===== config.mk =====
export PLATFORM = sky130hd
export DESIGN_NAME = muldiv_seq
export DESIGN_NICKNAME = d
export VERILOG_FILES = /design/src/rtl/muldiv_seq.sv
export SDC_FILE = /design/constraint.sdc
export NUM_CORES = 1
export LEC_CHECK = 0
export CORE_ASPECT_RATIO = 0.6
export CORE_MARGIN = 4
export CORE_UTILIZATION = 55
export DETAILED_ROUTE_END_ITERATION = 8
export GPL_ROUTABILITY_DRIVEN = 0
export HOLD_SLACK_MARGIN = 0.02
export PLACE_DENSITY_LB_ADDON = 0.15
export SYNTH_ARGS = -nofsm -noshare
export SYNTH_HDL_FRONTEND = slang
export SYNTH_SLANG_ARGS = --single-unit

===== constraint.sdc =====
create_clock -name clk -period 14.2 [get_ports clk]
set_input_delay 2.84 -clock clk [delete_from_list [all_inputs] [get_ports clk]]
set_output_delay 2.84 -clock clk [all_outputs]
set_load 0.01 [all_outputs]

===== src/rtl/muldiv_seq.sv =====
// muldiv_seq: iterative RV32M multiply/divide sequencer for the EX stage.
//   Decodes R-type instructions with funct7=0000001, runs an XLEN-cycle
//   shift-add multiply or restoring divide, and stalls the pipeline until the
//   result is ready. Divide-by-zero and signed overflow finish in one cycle.
// Ports:
//   clk, rst          clock, asynchronous active-high reset
//   in_valid          EX stage holds a valid instruction
//   opcode/funct3/funct7  instruction decode fields
//   rs1_data/rs2_data operands A and B, sampled only at accept
//   flush             squash the in-flight operation (also blocks accept)
//   stall             hold IF/ID/EX (combinational)
//   out_valid         one-cycle pulse, result valid
//   result            registered result, held until overwritten
//   busy              sequencer not idle
module muldiv_seq #(
  parameter int XLEN = 32
) (
  input  logic            clk,
  input  logic            rst,
  input  logic            in_valid,
  input  logic [6:0]      opcode,
  input  logic [2:0]      funct3,
  input  logic [6:0]      funct7,
  input  logic [XLEN-1:0] rs1_data,
  input  logic [XLEN-1:0] rs2_data,
  input  logic            flush,
  output logic            stall,
  output logic            out_valid,
  output logic [XLEN-1:0] result,
  output logic            busy
);

  typedef enum logic [1:0] {S_IDLE, S_MUL, S_DIV, S_DONE} state_t;

  localparam int            CW   = $clog2(XLEN);
  localparam logic [CW-1:0] LAST = CW'(XLEN - 1);

  state_t          state_q, state_d;
  logic [2:0]      op_q;
  logic            neg_q;    // negate product / quotient
  logic            rneg_q;   // negate remainder
  logic [XLEN-1:0] opnd_q;   // multiplicand (MUL) or divisor (DIV) magnitude
  logic [XLEN-1:0] hi_q;     // accumulator (MUL) or partial remainder (DIV)
  logic [XLEN-1:0] lo_q;     // multiplier (MUL) or dividend->quotient (DIV)
  logic [CW-1:0]   cnt_q;

  // ---------------- decode / accept ----------------
  logic            is_m, accept, last;
  logic            a_sgn, b_sgn, sa, sb;
  logic [XLEN-1:0] abs_a, abs_b;
  logic            div0, ovf, special;
  logic [XLEN-1:0] special_res;

  assign is_m   = in_valid && opcode == 7'b0110011 && funct7 == 7'b0000001;
  assign accept = state_q == S_IDLE && is_m && !flush;
  assign last   = cnt_q == LAST;

  // MULH, MULHSU, DIV, REM sign-extend A; MULH, DIV, REM sign-extend B.
  // MUL is treated as unsigned: its low half does not depend on signedness.
  assign a_sgn = funct3 inside {3'd1, 3'd2, 3'd4, 3'd6};
  assign b_sgn = funct3 inside {3'd1, 3'd4, 3'd6};
  assign sa    = a_sgn & rs1_data[XLEN-1];
  assign sb    = b_sgn & rs2_data[XLEN-1];
  assign abs_a = sa ? -rs1_data : rs1_data;
  assign abs_b = sb ? -rs2_data : rs2_data;

  // Division corner cases bypass the iteration entirely.
  assign div0    = rs2_data == '0;
  assign ovf     = !funct3[0] && rs1_data == {1'b1, {(XLEN-1){1'b0}}} && &rs2_data;
  assign special = funct3[2] && (div0 || ovf);
  // funct3[1] separates REM/REMU from DIV/DIVU.
  assign special_res = div0 ? (funct3[1] ? rs1_data : '1)
                            : (funct3[1] ? '0 : rs1_data);

  // ---------------- one multiply step ----------------
  logic [XLEN:0]     mul_sum;
  logic [XLEN-1:0]   mul_hi_n, mul_lo_n;
  logic [2*XLEN-1:0] prod, prod_s;
  logic [XLEN-1:0]   mul_res;

  assign mul_sum  = {1'b0, hi_q} + {1'b0, (lo_q[0] ? opnd_q : '0)};
  // {carry,acc,multiplier} >> 1: carry enters acc MSB, acc LSB enters multiplier
  assign mul_hi_n = mul_sum[XLEN:1];
  assign mul_lo_n = {mul_sum[0], lo_q[XLEN-1:1]};
  assign prod     = {mul_hi_n, mul_lo_n};
  assign prod_s   = neg_q ? -prod : prod;
  assign mul_res  = (op_q == 3'd0) ? prod_s[XLEN-1:0] : prod_s[2*XLEN-1:XLEN];

  // ---------------- one divide step ----------------
  logic [XLEN:0]   div_shl;
  logic            div_ge;
  logic [XLEN-1:0] div_diff, div_hi_n, div_lo_n, quo_s, rem_s, div_res;

  assign div_shl  = {hi_q, lo_q[XLEN-1]};
  assign div_ge   = div_shl >= {1'b0, opnd_q};
  // When div_ge holds the difference is below the divisor, so it fits XLEN bits.
  assign div_diff = XLEN'(div_shl - {1'b0, opnd_q});
  assign div_hi_n = div_ge ? div_diff : div_shl[XLEN-1:0];
  assign div_lo_n = {lo_q[XLEN-2:0], div_ge};
  assign quo_s    = neg_q  ? -div_lo_n : div_lo_n;
  assign rem_s    = rneg_q ? -div_hi_n : div_hi_n;
  assign div_res  = op_q[1] ? rem_s : quo_s;

  // ---------------- FSM: state register ----------------
  always_ff @(posedge clk or posedge rst) begin
    if (rst) state_q <= S_IDLE;
    else     state_q <= state_d;
  end

  // ---------------- FSM: next state ----------------
  always_comb begin
    state_d = state_q;
    case (state_q)
      S_IDLE:       if (accept) state_d = special ? S_DONE : (funct3[2] ? S_DIV : S_MUL);
      S_MUL, S_DIV: if (last) state_d = S_DONE;
      S_DONE:       state_d = S_IDLE;
      default:      state_d = S_IDLE;
    endcase
    if (flush) state_d = S_IDLE;
  end

  // ---------------- FSM: outputs ----------------
  // stall drops in DONE so the core advances past the M instruction.
  always_comb begin
    stall     = is_m && state_q != S_DONE;
    busy      = state_q != S_IDLE;
    out_valid = state_q == S_DONE && !flush;
  end

  // ---------------- datapath ----------------
  // The final iteration writes result directly so it is valid in DONE.
  always_ff @(posedge clk or posedge rst) begin
    if (rst) begin
      op_q   <= '0;
      neg_q  <= 1'b0;
      rneg_q <= 1'b0;
      opnd_q <= '0;
      hi_q   <= '0;
      lo_q   <= '0;
      cnt_q  <= '0;
      result <= '0;
    end else if (accept) begin
      op_q   <= funct3;
      neg_q  <= sa ^ sb;
      rneg_q <= sa;
      hi_q   <= '0;
      cnt_q  <= '0;
      opnd_q <= funct3[2] ? abs_b : abs_a;
      lo_q   <= funct3[2] ? abs_a : abs_b;
      if (special) result <= special_res;
    end else if (!flush) begin
      if (state_q == S_MUL) begin
        hi_q  <= mul_hi_n;
        lo_q  <= mul_lo_n;
        cnt_q <= cnt_q + 1'b1;
        if (last) result <= mul_res;
      end else if (state_q == S_DIV) begin
        hi_q  <= div_hi_n;
        lo_q  <= div_lo_n;
        cnt_q <= cnt_q + 1'b1;
        if (last) result <= div_res;
      end
    end
  end

endmodule

==> flow_summary.yaml, run 1 <==
status:
  outcome: "finished, final reports clean"
floorplan:
  coreArea_mm2: 0.0316
  start_util: 0.565
  die_area_mm2: 0.0355
  num_io_pins: 120
  chipWidth_um: 241
  die_h_um: 148
  std_cell_rows: 50
layout:
  fillers: 2801
  areaGrowthSynthToFinish_pct: 10.5
  fin_nets: 2659
  final_area_mm2: 0.0197
  mostFrequentLayoutCells: "287 x nand2_1, 267 x nor2_1, 233 x o21ai_0, 209 x a21oi_1, 139 x dfrtp_1"
  drive_gt1_frac: 0.0434
  stdcell_count: 2926
  final_common_cell: "nand2_1"
routing:
  via_per_inst: 7.02
  ant_nets: 0
  vias: 20500
  firstDrtPassIters: 7
  drcViolationCount: 0
  wl_per_cell_um: 23.4
  wl_mm: 68.6
  first_iter_violations: 3199
clock_tree:
  numCtsBuffers: 17
  cts_buffer_depth: 2
  cts_resized: 0
  ctsHoldBuffers: 0
  insertion_delay_ns: 0.45
  clk_pin_slew_ns: 0.07
  ctsHtreeMaxLevel: 4
  cts_sinks: 140
  cts_tree: "done"
  post_cts.repair.setup_buffers: 0
  clock-root-buffer: "clkbuf_16"
worst_setup_path:
  path_cells: "clkdlybuf4s50_1, or4b_2, or4_1, nor2_1, clkdlybuf4s50_1"
  end_kind: "primary output"
  slowest_delay_ns: 0.68
  rrSetupSlack_ns: 7.45
  rr_worst_depth: 16
  cpMaxStageDelayCell: "or4b_2"
  cp.required_ns: 11.36
  path_class: "in -> out"
  reg2reg_to: "result[29]"
  worstPathArrival_ns: 5.18
  crit_path_start_kind: "input pin"
  cp-startpoint: "opcode[6]"
  worst_path_most_repeated_cell: "clkdlybuf4s50_1"
  cp_max_fo: 3
  r2r-start: "lo_q[31]"
synth:
  ys_ff_latch: 140
  yosysWarnings: 0
  async_flop_share: 1.00
  ys.flop_type: "dfrtp_1"
  synth_top_cell_area_share: 0.196
  yosys.area.top_type: "dfrtp_1"
  synth_area_leaders: "dfrtp_1 20%, o21ai_0 6.5%, nand2_1 6.0%"
  synth_edf_count: 0
  yosysUniqueCellTypes: 96
  synthCells: 2525
  synth_area_per_cell_um2: 7.07
  syn_nets: 2688
  syn_area_mm2: 0.0178
  ys_seq_area_frac: 0.196
placed_design:
  dp_cells: 2893
  place_area_mm2: 0.0190
  io_buffer_count: 119
  pre_cts_ws_ns: 6.17
  hpwl_mm: 51.9
power:
  p_leak_uw: 0.00753
  peakVddDrop_v: 0.0000738
  power_density_mw_per_mm2: 63.1
  finalPower_uw: 1240
global_routing:
  grt_pass1_wl_mm: 104
  grt_pass1_vias: 18200
  grt_overflow: 0
  grt_use_total: 0.371
  antenna_found_initial: 0
  grt_max_degree: 92
timing:
  drv_slew: 0
  setup_viol: 0
  slew_headroom: 0.0688
  fmaxAchievable_mhz: 125
  rsz0062_at_grt: "false"
  hold_violations: 0
  setup_slack_ns: 6.18
  fin_crit_sh: 0.565
  worstMarginPinSlew_ns: 1.39
  tns_ns: 0
  finClkSkew_ns: 0.0125
  period_minus_slack_ns: 8.02
run:
  cap_violations: 0
min_path:
  min_to: "opnd_q[5]"
  hold_class: "reg -> reg"
  min-delay-start: "opnd_q[5]"
  holdPathStages: 2
registers in the layout, indices dropped and copies added, names as in the netlist:
name,flops
rneg_q,1
neg_q,1
lo_q,32
opnd_q,32
result,32
op_q,3
hi_q,32
state_q,2
cnt_q,5
layer usage:
metal  vias up  track usage  share of wire
met3       224        0.113           0.15
li1       9139            -              -
met4         0        0.128          0.037
met2      1556        0.508           0.40
met5         -            0              0
met1      9627        0.548           0.42
synth_stat cells, types with 34 or more instances:
library cell    n
nand4_1        42
o211ai_1       60
nand2_1       287
xnor2_1        91
nand3_1        50
inv_1          68
dfrtp_1       140
clkbuf_1      163
ha_1           76
mux2i_1        72
a21oi_1       209
o21ai_0       233
or3_1          47
xor2_1        100
nor2_1        270
a211oi_1       34
o31ai_1        41
nor3_1         74
metrics by stage:
step	hold WS, ns	util
finish	0.489	0.624
detailed placement	0.474	0.603
global route	0.511	0.624
floorplan	0.450	-
global placement	0.470	0.603
CTS	0.488	0.624
worst max-delay path by stage:
stage	to	slack [ns]	depth (start not counted)
2_1_floorplan	stall	7.10	3
3_3_place_gp	stall	6.22	5
3_5_place_dp	stall	6.17	5
4_1_cts	stall	6.16	5
5_1_grt	stall	6.09	5
6_report	stall	6.18	5
report_power, final:
group	internal (uW)	total [uW]	switching (uW)
clock	335	531	196
sequential	406	425	19.0
combinational	107	288	181
cell type report:
cell class | instances | area (um^2) | share of cell area
antenna | 1 | 2.50 | 0.000127
clock buffer | 18 | 439 | 0.0223
clock inverter | 14 | 243 | 0.0123
inverter | 71 | 272 | 0.0138
multi-input combinational | 2125 | 13400 | 0.679
sequential | 140 | 3500 | 0.178
tap | 416 | 520 | 0.0264
timing repair buffer | 141 | 1350 | 0.0687
worst max-delay path: cells and delay by family:
| family | cells | cell delay [ns] |
|---|---|---|
| buffers and inverters | 2 | 0.95 |
| and+or+nand+nor | 3 | 1.40 |
logic make-up after synthesis:
logic type               after synthesis  synth area share
adder cells (fa/ha/maj)               93            0.0640
AO/OA/AOI/OAI                        815             0.288
multiplexers                          84            0.0486
AND/OR/NAND/NOR                      942             0.253
flip-flops                           140             0.196
buffers and inverters                260            0.0563
XOR/XNOR                             191            0.0938
No activity file was read; power rests on OpenSTA's default activity.
==> run 2: changes to the inputs <==
==> constraint.sdc (replaced) <==
create_clock -name clk -period 8.34 [get_ports clk]
set_input_delay 1.668 -clock clk [delete_from_list [all_inputs] [get_ports clk]]
set_output_delay 1.668 -clock clk [all_outputs]
set_load 0.01 [all_outputs]
==> flow_summary.yaml, run 2 (synthesis gave the netlist of run 1 again) <==
worst_setup_path:
  end_kind: "flop"
  reg2reg_to: "result[23]"
  path_class: "in -> reg"
  cpMaxStageDelayCell: "and2_1"
  cp-startpoint: "flush"
  cp.required_ns: 8.69
  endpoint: "result[26]"
  worst_path_most_repeated_cell: "nand2_1"
  crit_path_start_kind: "input pin"
  r2r-start: "lo_q[0]"
  slowest_delay_ns: 1.08
  rr_worst_depth: 15
  cp_max_fo: 26
  path_cells: "clkdlybuf4s50_1, nor2_2, buf_4, and2_1, nand2_1, nand2_1, o21ai_0, a21o_1, o32ai_1"
  worstPathArrival_ns: 6.23
  rrSetupSlack_ns: 2.63
layout:
  mostFrequentLayoutCells: "287 x nand2_1, 267 x nor2_1, 233 x o21ai_0, 209 x a21oi_1, 139 x dfrtp_1"
  stdcell_count: 2927
  final_common_cell: "nand2_1"
  final_area_mm2: 0.0196
  fin_nets: 2661
  drive_gt1_frac: 0.0438
  areaGrowthSynthToFinish_pct: 9.99
  fillers: 2863
  n_antenna_cell: 0
power:
  peakVddDrop_v: 0.000150
  power_density_mw_per_mm2: 102
  p_leak_uw: 0.00748
clock_tree:
  clk_pin_slew_ns: 0.06
  cts_buffer_depth: 2
  ctsHoldBuffers: 0
  numCtsBuffers: 17
  post_cts.repair.setup_buffers: 0
  cts_sinks: 140
  cts_resized: 0
  cts_tree: "done"
  clock-root-buffer: "clkbuf_16"
  insertion_delay_ns: 0.46
  ctsHtreeMaxLevel: 4
routing:
  first_iter_violations: 3476
  vias: 20500
  wl_mm: 69.8
  via_per_inst: 7.02
  wl_per_cell_um: 23.8
  firstDrtPassIters: 7
  ant_nets: 0
  drcViolationCount: 0
timing:
  worstMarginPinSlew_ns: 1.35
  tns_ns: 0
  setup_viol: 0
  fmaxAchievable_mhz: 170
  rsz0062_at_grt: "false"
  fin_crit_sh: 0.706
  period_minus_slack_ns: 5.88
  hold_violations: 0
  drv_slew: 0
  slew_headroom: 0.101
  finClkSkew_ns: 0.0108
min_path:
  min-delay-start: "opnd_q[18]"
  hold_class: "reg -> reg"
global_routing:
  antenna_found_initial: 1
  globalRouteMet3Util: 0.115
  grt_pass1_wl_mm: 107
  grt_use_total: 0.381
  grt_overflow: 0
  grt_pass1_vias: 18400
  met2_usage: 0.528
  grt-busiest-layer: "met1"
  grt_max_degree: 97
  met1_usage: 0.557
floorplan:
  die_h_um: 148
  die_area_mm2: 0.0355
  std_cell_rows: 50
  coreArea_mm2: 0.0316
  start_util: 0.565
  num_io_pins: 120
  chipWidth_um: 241
placed_design:
  io_buffer_count: 119
  dp_cells: 2895
  hpwl_mm: 53.5
  place_area_mm2: 0.0191
status:
  outcome: "finished, final reports clean"
run:
  cap_violations: 0
-- run 2: cell types whose count changed in the layout (fill, tap and decap cells not counted), sizes merged --
cell      previous run  this run
bufinv               6         1
buf                 23        25
clkbuf              18        20
inv                 69        71
clkinvlp             3         4
diode                1         0
-- run 2: worst min-delay path by stage --
| stage | cells past startpoint | slack (ns) | end |
|---|---|---|---|
| after global routing | 2 | 0.53 | opnd_q[18] |
| after detailed placement | 2 | 0.47 | opnd_q[11] |
| final | 2 | 0.49 | opnd_q[18] |
| after floorplan | 2 | 0.45 | opnd_q[11] |
| after global placement | 2 | 0.46 | opnd_q[26] |
| after CTS | 2 | 0.49 | opnd_q[11] |
-- run 2: layout make-up --
type / instances / area [um^2] / share of cell area
Clock buffer: 20 / 457 / 0.0233
Clock inverter: 12 / 114 / 0.00580
Inverter: 71 / 272 / 0.0138
Multi-Input combinational cell: 2125 / 13400 / 0.682
Sequential cell: 140 / 3500 / 0.179
Tap cell: 416 / 520 / 0.0265
Timing Repair Buffer: 143 / 1370 / 0.0698
-- run 2: where the power goes --
part / switching, uW / total [uW] / internal [uW] / leakage (uW)
clock: 349 / 776 / 428 / 0.000269
sequential: 32.3 / 723 / 691 / 0.00180
combinational: 310 / 493 / 183 / 0.00542
-- run 2: critical path: cells and delay by family --
kind	cells	cell delay, ns
buffers and inverters	2	0.92
AO/OA/AOI/OAI	3	0.73
AND/OR/NAND/NOR	4	2.89
-- run 2: routing by layer --
| layer | vias to the layer above | wire (um) | part of all wire |
|---|---|---|---|
| li1 | 9166 | - | - |
| met1 | 9536 | 29300 | 0.42 |
| met2 | 1598 | 27500 | 0.39 |
| met3 | 232 | 10100 | 0.15 |
| met4 | 2 | 2740 | 0.039 |
| met5 | - | 12 | 0.00017 |
-- run 2: through the flow --
stage	setup WS, ns	hold WS (ns)	power, uW	util
finish	2.46	0.488	1990	0.621
global route	2.31	0.530	2060	0.621
CTS	2.69	0.489	1970	0.621
detailed placement	2.25	0.475	1210	0.603
global placement	2.41	0.464	1200	0.603
floorplan	2.92	0.450	1040	-
